$ cat config.mk
export PLATFORM = sky130hd
export DESIGN_NAME = stack_mem_port_flat
export DESIGN_NICKNAME = d
export VERILOG_FILES = /design/src/rtl/stack_pkg.sv /design/src/rtl/stack_mem_port_if.sv /design/src/rtl/stack_sp_reg.sv /design/src/rtl/stack_mem_port.sv /design/src/flat_wrapper.sv
export SDC_FILE = /design/constraint.sdc
export NUM_CORES = 1
export LEC_CHECK = 0
export ABC_AREA = 1
export CAP_MARGIN = 20
export CORE_UTILIZATION = 50
export CTS_CLUSTER_DIAMETER = 30
export DETAILED_ROUTE_END_ITERATION = 7
export PLACE_DENSITY = 0.82
export SYNTH_ARGS = -nofsm -noshare
export SYNTH_HDL_FRONTEND = slang
export SYNTH_SLANG_ARGS = --single-unit
$ cat constraint.sdc
create_clock -name clk -period 3.22 [get_ports clk]
set_input_delay 0.805 -clock clk [delete_from_list [all_inputs] [get_ports clk]]
set_output_delay 0.805 -clock clk [all_outputs]
set_load 0.01 [all_outputs]
$ cat src/rtl/stack_pkg.sv
// Shared types and constants for the memory-backed stack port.
// The state enum, the word size and the default stack base live here.
package stack_pkg;

   typedef enum logic [1:0] {
      ST_IDLE  = 2'd0,
      ST_WRITE = 2'd1,
      ST_READ  = 2'd2,
      ST_DONE  = 2'd3
   } state_t;

   localparam int          WORD_BYTES         = 4;
   localparam logic [31:0] STACK_BASE_DEFAULT = 32'h20008C78;

endpackage

$ cat src/rtl/stack_mem_port_if.sv
// Single-request memory bus: request held until a one-cycle ack.
// The master drives the address/data; the memory returns rdata with ack.
interface stack_mem_port_if;

   logic        mem_req;
   logic        mem_we;
   logic [31:0] mem_addr;
   logic [31:0] mem_wdata;
   logic [31:0] mem_rdata;
   logic        mem_ack;

   modport master (
      output mem_req, mem_we, mem_addr, mem_wdata,
      input  mem_rdata, mem_ack
   );

   modport slave (
      input  mem_req, mem_we, mem_addr, mem_wdata,
      output mem_rdata, mem_ack
   );

endinterface

$ cat src/rtl/stack_sp_reg.sv
// Stack pointer register: points at the next free word, moves one word per
// completed access, and reports full/empty against the fixed stack window.
module stack_sp_reg
   import stack_pkg::*;
#(
   parameter logic [31:0] BASE  = STACK_BASE_DEFAULT,
   parameter int          DEPTH = 64
) (
   input  logic        clk,
   input  logic        rst,
   input  logic        inc,
   input  logic        dec,
   output logic [31:0] sp,
   output logic [31:0] sp_below,
   output logic        full,
   output logic        empty
);

   localparam logic [31:0] STEP  = 32'(WORD_BYTES);
   localparam logic [31:0] LIMIT = BASE + 32'(WORD_BYTES * DEPTH);

   logic [31:0] sp_reg;
   logic [31:0] sp_next;

   // The callers only request a move that the full/empty flags allow.
   always_comb begin
      sp_next = sp_reg;
      if (inc) begin
         sp_next = sp_reg + STEP;
      end else if (dec) begin
         sp_next = sp_reg - STEP;
      end
   end

   always_ff @(negedge clk or negedge rst) begin
      if (!rst) begin
         sp_reg <= BASE;
      end else begin
         sp_reg <= sp_next;
      end
   end

   assign sp       = sp_reg;
   assign sp_below = sp_reg - STEP;
   assign full     = (sp_reg == LIMIT);
   assign empty    = (sp_reg == BASE);

endmodule

$ cat src/rtl/stack_mem_port.sv
// Push/pop stack held in external memory; one request at a time, state
// updated on the falling clock edge to line up with processor registers.
module stack_mem_port
   import stack_pkg::*;
#(
   parameter logic [31:0] BASE  = STACK_BASE_DEFAULT,
   parameter int          DEPTH = 64
) (
   input  logic                    clk,
   input  logic                    rst,
   input  logic                    push,
   input  logic                    pop,
   input  logic [31:0]             push_data,
   output logic                    busy,
   output logic                    done,
   output logic [31:0]             pop_data,
   output logic [1:0]              err,
   output logic [31:0]             sp,
   output logic                    full,
   output logic                    empty,
   stack_mem_port_if.master        bus
);

   state_t      state_reg;
   state_t      state_next;
   logic        sp_inc;
   logic        sp_dec;
   logic        start_wr;
   logic        start_rd;
   logic        set_ovf;
   logic        set_unf;
   logic [31:0] sp_below;

   logic        mem_req_reg;
   logic        mem_we_reg;
   logic [31:0] mem_addr_reg;
   logic [31:0] mem_wdata_reg;
   logic [31:0] pop_data_reg;
   logic [1:0]  err_reg;

   stack_sp_reg #(
      .BASE  (BASE),
      .DEPTH (DEPTH)
   ) u_sp (
      .clk      (clk),
      .rst      (rst),
      .inc      (sp_inc),
      .dec      (sp_dec),
      .sp       (sp),
      .sp_below (sp_below),
      .full     (full),
      .empty    (empty)
   );

   always_ff @(negedge clk or negedge rst) begin
      if (!rst) begin
         state_reg <= ST_IDLE;
      end else begin
         state_reg <= state_next;
      end
   end

   // Rejected requests (full/empty) still pass through DONE so the caller
   // always sees a done pulse; simultaneous push+pop is simply dropped.
   always_comb begin
      state_next = state_reg;
      sp_inc     = 1'b0;
      sp_dec     = 1'b0;
      start_wr   = 1'b0;
      start_rd   = 1'b0;
      set_ovf    = 1'b0;
      set_unf    = 1'b0;
      case (state_reg)
         ST_IDLE: begin
            if (push && !pop) begin
               if (full) begin
                  set_ovf    = 1'b1;
                  state_next = ST_DONE;
               end else begin
                  start_wr   = 1'b1;
                  state_next = ST_WRITE;
               end
            end else if (pop && !push) begin
               if (empty) begin
                  set_unf    = 1'b1;
                  state_next = ST_DONE;
               end else begin
                  start_rd   = 1'b1;
                  state_next = ST_READ;
               end
            end
         end
         ST_WRITE: begin
            if (bus.mem_ack) begin
               sp_inc     = 1'b1;
               state_next = ST_DONE;
            end
         end
         ST_READ: begin
            if (bus.mem_ack) begin
               sp_dec     = 1'b1;
               state_next = ST_DONE;
            end
         end
         ST_DONE: begin
            state_next = ST_IDLE;
         end
         default: begin
            state_next = ST_IDLE;
         end
      endcase
   end

   always_ff @(negedge clk or negedge rst) begin
      if (!rst) begin
         mem_req_reg   <= 1'b0;
         mem_we_reg    <= 1'b0;
         mem_addr_reg  <= '0;
         mem_wdata_reg <= '0;
         pop_data_reg  <= '0;
         err_reg       <= '0;
      end else begin
         if (start_wr) begin
            mem_req_reg   <= 1'b1;
            mem_we_reg    <= 1'b1;
            mem_addr_reg  <= sp;
            mem_wdata_reg <= push_data;
         end else if (start_rd) begin
            mem_req_reg   <= 1'b1;
            mem_we_reg    <= 1'b0;
            mem_addr_reg  <= sp_below;
         end else if (sp_inc || sp_dec) begin
            mem_req_reg   <= 1'b0;
         end
         if (sp_dec) begin
            pop_data_reg <= bus.mem_rdata;
         end
         err_reg <= err_reg | {set_ovf, set_unf};
      end
   end

   assign busy          = (state_reg != ST_IDLE);
   assign done          = (state_reg == ST_DONE);
   assign pop_data      = pop_data_reg;
   assign err           = err_reg;
   assign bus.mem_req   = mem_req_reg;
   assign bus.mem_we    = mem_we_reg;
   assign bus.mem_addr  = mem_addr_reg;
   assign bus.mem_wdata = mem_wdata_reg;

endmodule
$ cat src/flat_wrapper.sv
// flat-port wrapper written by rule: the top's interface ports become plain ports
module stack_mem_port_flat import stack_pkg::*;
#(
   parameter logic [31:0] BASE  = STACK_BASE_DEFAULT,
   parameter int          DEPTH = 64
)
  (clk, rst, push, pop, push_data, busy, done, pop_data, err, sp, full, empty, bus_mem_req, bus_mem_we, bus_mem_addr, bus_mem_wdata, bus_mem_rdata, bus_mem_ack);
  stack_mem_port_if bus_i ();
  input  logic clk;
  input  logic rst;
  input  logic push;
  input  logic pop;
  input  logic [31:0] push_data;
  output logic busy;
  output logic done;
  output logic [31:0] pop_data;
  output logic [1:0] err;
  output logic [31:0] sp;
  output logic full;
  output logic empty;
  output wire logic [$bits(bus_i.mem_req)-1:0] bus_mem_req;
  output wire logic [$bits(bus_i.mem_we)-1:0] bus_mem_we;
  output wire logic [$bits(bus_i.mem_addr)-1:0] bus_mem_addr;
  output wire logic [$bits(bus_i.mem_wdata)-1:0] bus_mem_wdata;
  input wire logic [$bits(bus_i.mem_rdata)-1:0] bus_mem_rdata;
  input wire logic [$bits(bus_i.mem_ack)-1:0] bus_mem_ack;
  assign bus_mem_req = bus_i.mem_req;
  assign bus_mem_we = bus_i.mem_we;
  assign bus_mem_addr = bus_i.mem_addr;
  assign bus_mem_wdata = bus_i.mem_wdata;
  assign bus_i.mem_rdata = bus_mem_rdata;
  assign bus_i.mem_ack = bus_mem_ack;
  stack_mem_port #(.BASE(BASE), .DEPTH(DEPTH)) u_core (.clk(clk), .rst(rst), .push(push), .pop(pop), .push_data(push_data), .busy(busy), .done(done), .pop_data(pop_data), .err(err), .sp(sp), .full(full), .empty(empty), .bus(bus_i));
endmodule
==> flow_metrics.env, run 1 <==
export IMPL_status="aborted with a tool error"
export IMPL_lastStage="global routing"
export IMPL_error="[ERROR GRT-0232] Routing congestion too high. Check the congestion heatmap in the GUI."
export IMPL_die_x_um=123.9
export IMPL_pre_cts_slack_ps=-876.3
export IMPL_ctsHtreeMaxLevel=4
export IMPL_place_congestion=0.9928
export IMPL_ios=205
export IMPL_holdBufCountCts=0
export IMPL_synth_edf_count=0
export IMPL_grtUsageTotal_pct=76.06
export IMPL_clock_path_buffers=2
export IMPL_yosysSeqAreaShare_pct=43.93
export IMPL_numCtsBuffers=17
export IMPL_worst_ep_kind="top-level output"
export IMPL_synth_top_flop_cell="dfrtn_1"
export IMPL_cts_sinks=130
export IMPL_start_util_pct=51.11
export IMPL_syn_inst=945
export IMPL_syn_avg_cell_area_um2=7.861
export IMPL_grt_overflow=13
export IMPL_port_buffers=200
export IMPL_yosysWarnings=0
export IMPL_synth_seq_cells=130
export IMPL_grt_antenna_before_repair=6
export IMPL_die_h_um=123.9
export IMPL_netlist_area_um2=7428
export IMPL_grt_worst_endpoint="full"
export IMPL_post_dp_hpwl_um=18880
export IMPL_cts_root_buf="clkbuf_16"
export IMPL_grt_max_degree=65
export IMPL_synth_cell_types=43
export IMPL_synth_async_reset_ratio_pct=100.0
export IMPL_rows=44
[layer usage]
layer / global-route usage [%] / overflow
met1: 75.63 / 2
met2: 87.40 / 2
met3: 68.54 / 0
met4: 70.98 / 9
met5: 48.61 / 0
[per-stage QoR]
| step | hold WS (ps) | util [%] | std cells | instance area [um2] |
|---|---|---|---|---|
| floorplan | 453.7 | - | 948 | 7570 |
| global placement | 413.0 | 71.75 | 1392 | 10430 |
| detailed placement | 418.3 | 71.75 | 1392 | 10430 |
| CTS | 414.4 | 82.88 | 1534 | 12050 |
[cells in the mapped netlist, types with 2 or more instances]
master	n	share of area [%]
buf_6	5	0.76
inv_2	7	0.35
buf_2	20	1.3
o221ai_1	2	0.24
nand4_1	14	1.2
xnor2_1	2	0.24
clkbuf_1	16	0.81
ha_1	7	1.2
nand3_1	150	10
and2_1	3	0.25
o22ai_1	4	0.34
nand2_1	263	13
o211ai_1	3	0.30
nor3_1	6	0.40
o21ai_0	18	1.2
a21oi_1	5	0.34
xor2_1	19	2.2
buf_1	4	0.20
nand3_2	19	2.6
o21ai_1	2	0.13
nand2_2	2	0.17
buf_8	2	0.40
nor2_4	5	0.76
mux2_2	32	4.9
nor2_2	7	0.59
nand3b_1	3	0.30
dfstp_2	8	2.8
dfrtn_1	122	41
nor2_1	109	5.5
inv_1	61	3.1
a31oi_1	4	0.34
buf_4	10	1.0
[logic make-up after synthesis]
kind of cell,Yosys count,share of synthesized area [%]
adders and majority gates,7,1.179
muxes,32,4.851
xor gates and xnor gates,21,2.476
AOI/OAI and AO/OA,43,3.470
and+or+nand+nor,585,35.81
other,1,0.05048
DFF,130,43.93
buffers and inverters,126,8.237
[timing repair]
action	CTS
buffers inserted	94
pin swaps	12
gates cloned	11
gates resized for setup	668
endpoints found under the setup margin	261
==> inputs of run 2 (changes only) <==
--- a/config.mk
+++ b/config.mk
@@ -7,10 +7,9 @@
 export LEC_CHECK = 0
 export ABC_AREA = 1
 export CAP_MARGIN = 20
-export CORE_UTILIZATION = 50
-export CTS_CLUSTER_DIAMETER = 30
+export CORE_UTILIZATION = 35
 export DETAILED_ROUTE_END_ITERATION = 7
-export PLACE_DENSITY = 0.82
+export PLACE_DENSITY_LB_ADDON = 0.15
 export SYNTH_ARGS = -nofsm -noshare
 export SYNTH_HDL_FRONTEND = slang
 export SYNTH_SLANG_ARGS = --single-unit
==> run 2 against run 1 <==
The flow now finishes, with violations (setup timing). Area after synthesis unchanged. Synthesized cell count is the same.
==> flow_metrics.env, run 2 <==
export IMPL_peakVddDrop_mv=0.3846
export IMPL_ctsHtreeMaxLevel=4
export IMPL_worstHoldPathType="reg -> reg"
export IMPL_wl_um=26640
export IMPL_clk_latency_ps=460
export IMPL_required_ps=2410
export IMPL_clkTransAtPathRegs_ps=50
export IMPL_die_h_um=147.7
export IMPL_clock_path_buffers=2
export IMPL_yosysSeqAreaShare_pct=43.93
export IMPL_coreArea_um2=20490
export IMPL_highest_layer="met4"
export IMPL_final_cell_area_um2=11860
export IMPL_fillers=1887
export IMPL_numCtsBuffers=17
export IMPL_rsz0062_at_grt="true"
export IMPL_worstMarginPinSlew_ps=692.0
export IMPL_wire_per_inst_um=16.59
export IMPL_place_congestion=0.9405
export IMPL_antennaDiodeCount=0
export IMPL_setup_viol=132
export IMPL_dr_wl_met3_um=1676
export IMPL_wl_met2_um=12510
export IMPL_syn_avg_cell_area_um2=7.861
export IMPL_syn_inst=945
export IMPL_final_common_cell="nand2_1"
export IMPL_synth_top_flop_cell="dfrtn_1"
export IMPL_worst_setup_path_end_kind="output pin"
export IMPL_cts_sinks=130
export IMPL_synth_cell_types=43
export IMPL_pre_cts_slack_ps=-829.6
export IMPL_maxSlewViolCount=0
export IMPL_drive_above_1_share_pct=36.30
export IMPL_rows=52
export IMPL_synth_edf_count=0
export IMPL_drv_cap=0
export IMPL_layout_nets=1399
export IMPL_cts_root_buf="clkbuf_16"
export IMPL_path_class="reg -> out"
export IMPL_post_dp_hpwl_um=18740
export IMPL_synth_seq_cells=130
export IMPL_hold_viol=0
export IMPL_start_util_pct=36.25
export IMPL_cp_start_kind="flop"
export IMPL_grtUsageTotal_pct=24.83
export IMPL_dieArea_um2=21810
export IMPL_relSlewSlack_pct=53.87
export IMPL_drtIter0Drc=512
export IMPL_m1WireLength_um=11700
export IMPL_timing_final_ws_setup_ps=-898.2
export IMPL_synth_top_area_cell="dfrtn_1"
export IMPL_grt_antenna_before_repair=0
export IMPL_synth_async_reset_ratio_pct=100.0
export IMPL_failed_checks="setup timing"
export IMPL_first_pass_iters=5
export IMPL_power_leakage_nw=5.826
export IMPL_synth_area_leaders="dfrtn_1, nand2_1, nand3_1"
export IMPL_grt_overflow=0
export IMPL_port_buffers=200
export IMPL_first_global_vias=7709
export IMPL_grt_pass1_wl_um=41730
export IMPL_ios=205
export IMPL_worstPathMaxFanout=2
export IMPL_vias=7867
export IMPL_yosysWarnings=0
export IMPL_cellPowerDensity_nw_per_um2=768.3
export IMPL_yosysMostFrequentCell="nand2_1"
export IMPL_status="complete, but fails checks"
export IMPL_viasPerCell=4.899
export IMPL_antenna_left=0
export IMPL_yosys_area_top_type_share_pct=41.10
export IMPL_holdBufCountCts=0
export IMPL_worstPathArrival_ps=3310
export IMPL_die_x_um=147.7
export IMPL_skew_ps=65.21
export IMPL_cts_tree="done"
export IMPL_total_power_w=0.009114
export IMPL_synth_commonest_cells="nand2_1, nand3_1, dfrtn_1"
export IMPL_netlist_area_um2=7428
export IMPL_drc=0
export IMPL_area_growth_pct=59.68
export IMPL_grt_max_degree=64
export IMPL_postPlaceCellArea_um2=10560
export IMPL_layout_common_cells="nand2_1, buf_4, nand3_1"
-- run 2: cell families after synthesis --
group	synth area share [%]
xor gates and xnor gates	2.476
AOI/OAI and AO/OA	3.470
other	0.05048
buffers and inverters	8.237
and+or+nand+nor	35.81
muxes	4.851
DFF	43.93
adders and majority gates	1.179
-- run 2: area by class of cell --
cell class	instances	area [um2]	share of cell area [%]
Multi-Input combinational cell	692	3707	31.26
Timing Repair Buffer	407	3637	30.66
Sequential cell	130	3263	27.51
Clock buffer	19	454.2	3.829
Tap cell	270	337.8	2.848
Inverter	67	274.0	2.310
Clock inverter	21	187.7	1.582
-- run 2: through the flow --
stage                     TNS [ps]  utilization [%]  hold slack [ps]  cells
final                       -24320            57.88            411.6   1606
after global routing        -28890            57.88            428.8   1606
after CTS                   -26730            56.97            415.1   1592
after detailed placement   -112310            51.51            418.7   1482
after global placement     -112820            51.51            412.9   1482
after floorplan              -1540                -            453.7    948
-- run 2: what timing repair did --
item                       CTS  global route
gates cloned                 1             0
setup buffers               70            37
setup endpoints to repair  261           189
pin swaps                    5             8
gates resized for setup    657            43
-- run 2: final timing paths --
| check | start | end | slack (ps) | cells after the start |
|---|---|---|---|---|
| setup / recovery | u_core.u_sp.sp[3] | full | -900 | 6 |
| hold / removal | u_core.bus.mem_wdata[19] | u_core.bus.mem_wdata[19] | 410 | 2 |
| setup reg to reg | u_core.u_sp.sp[3] | u_core.u_sp.sp[24] | 510 | 16 |
| hold reg to reg | u_core.bus.mem_wdata[19] | u_core.bus.mem_wdata[19] | 410 | 2 |
| max in group asynchronous | rst | u_core.bus.mem_wdata[28] | 920 | 2 |
| min in group asynchronous | rst | u_core.bus.mem_addr[8] | 1760 | 1 |
-- run 2: critical path, cell delays in order, from the launching register on --
cell,delay (ps)
dfstp_2,540
ha_1,170
nand3_2,120
nor2_4,140
nand4_4,90
inv_2,80
buf_6,100
-- run 2: layer usage --
layer	GRT usage, %	vias to the layer above
li1	-	3822
met1	33.00	3711
met2	40.02	290
met3	4.660	44
met4	9.485	0
met5	0	-
-- run 2: report_power, final --
part	leakage, nW	internal, W	switching, W
logic	3.94	0.00227	0.00206
clock network	0.333	0.00122	0.000858
registers	1.55	0.00235	0.000357
Power figures use the tool's default switching activity.
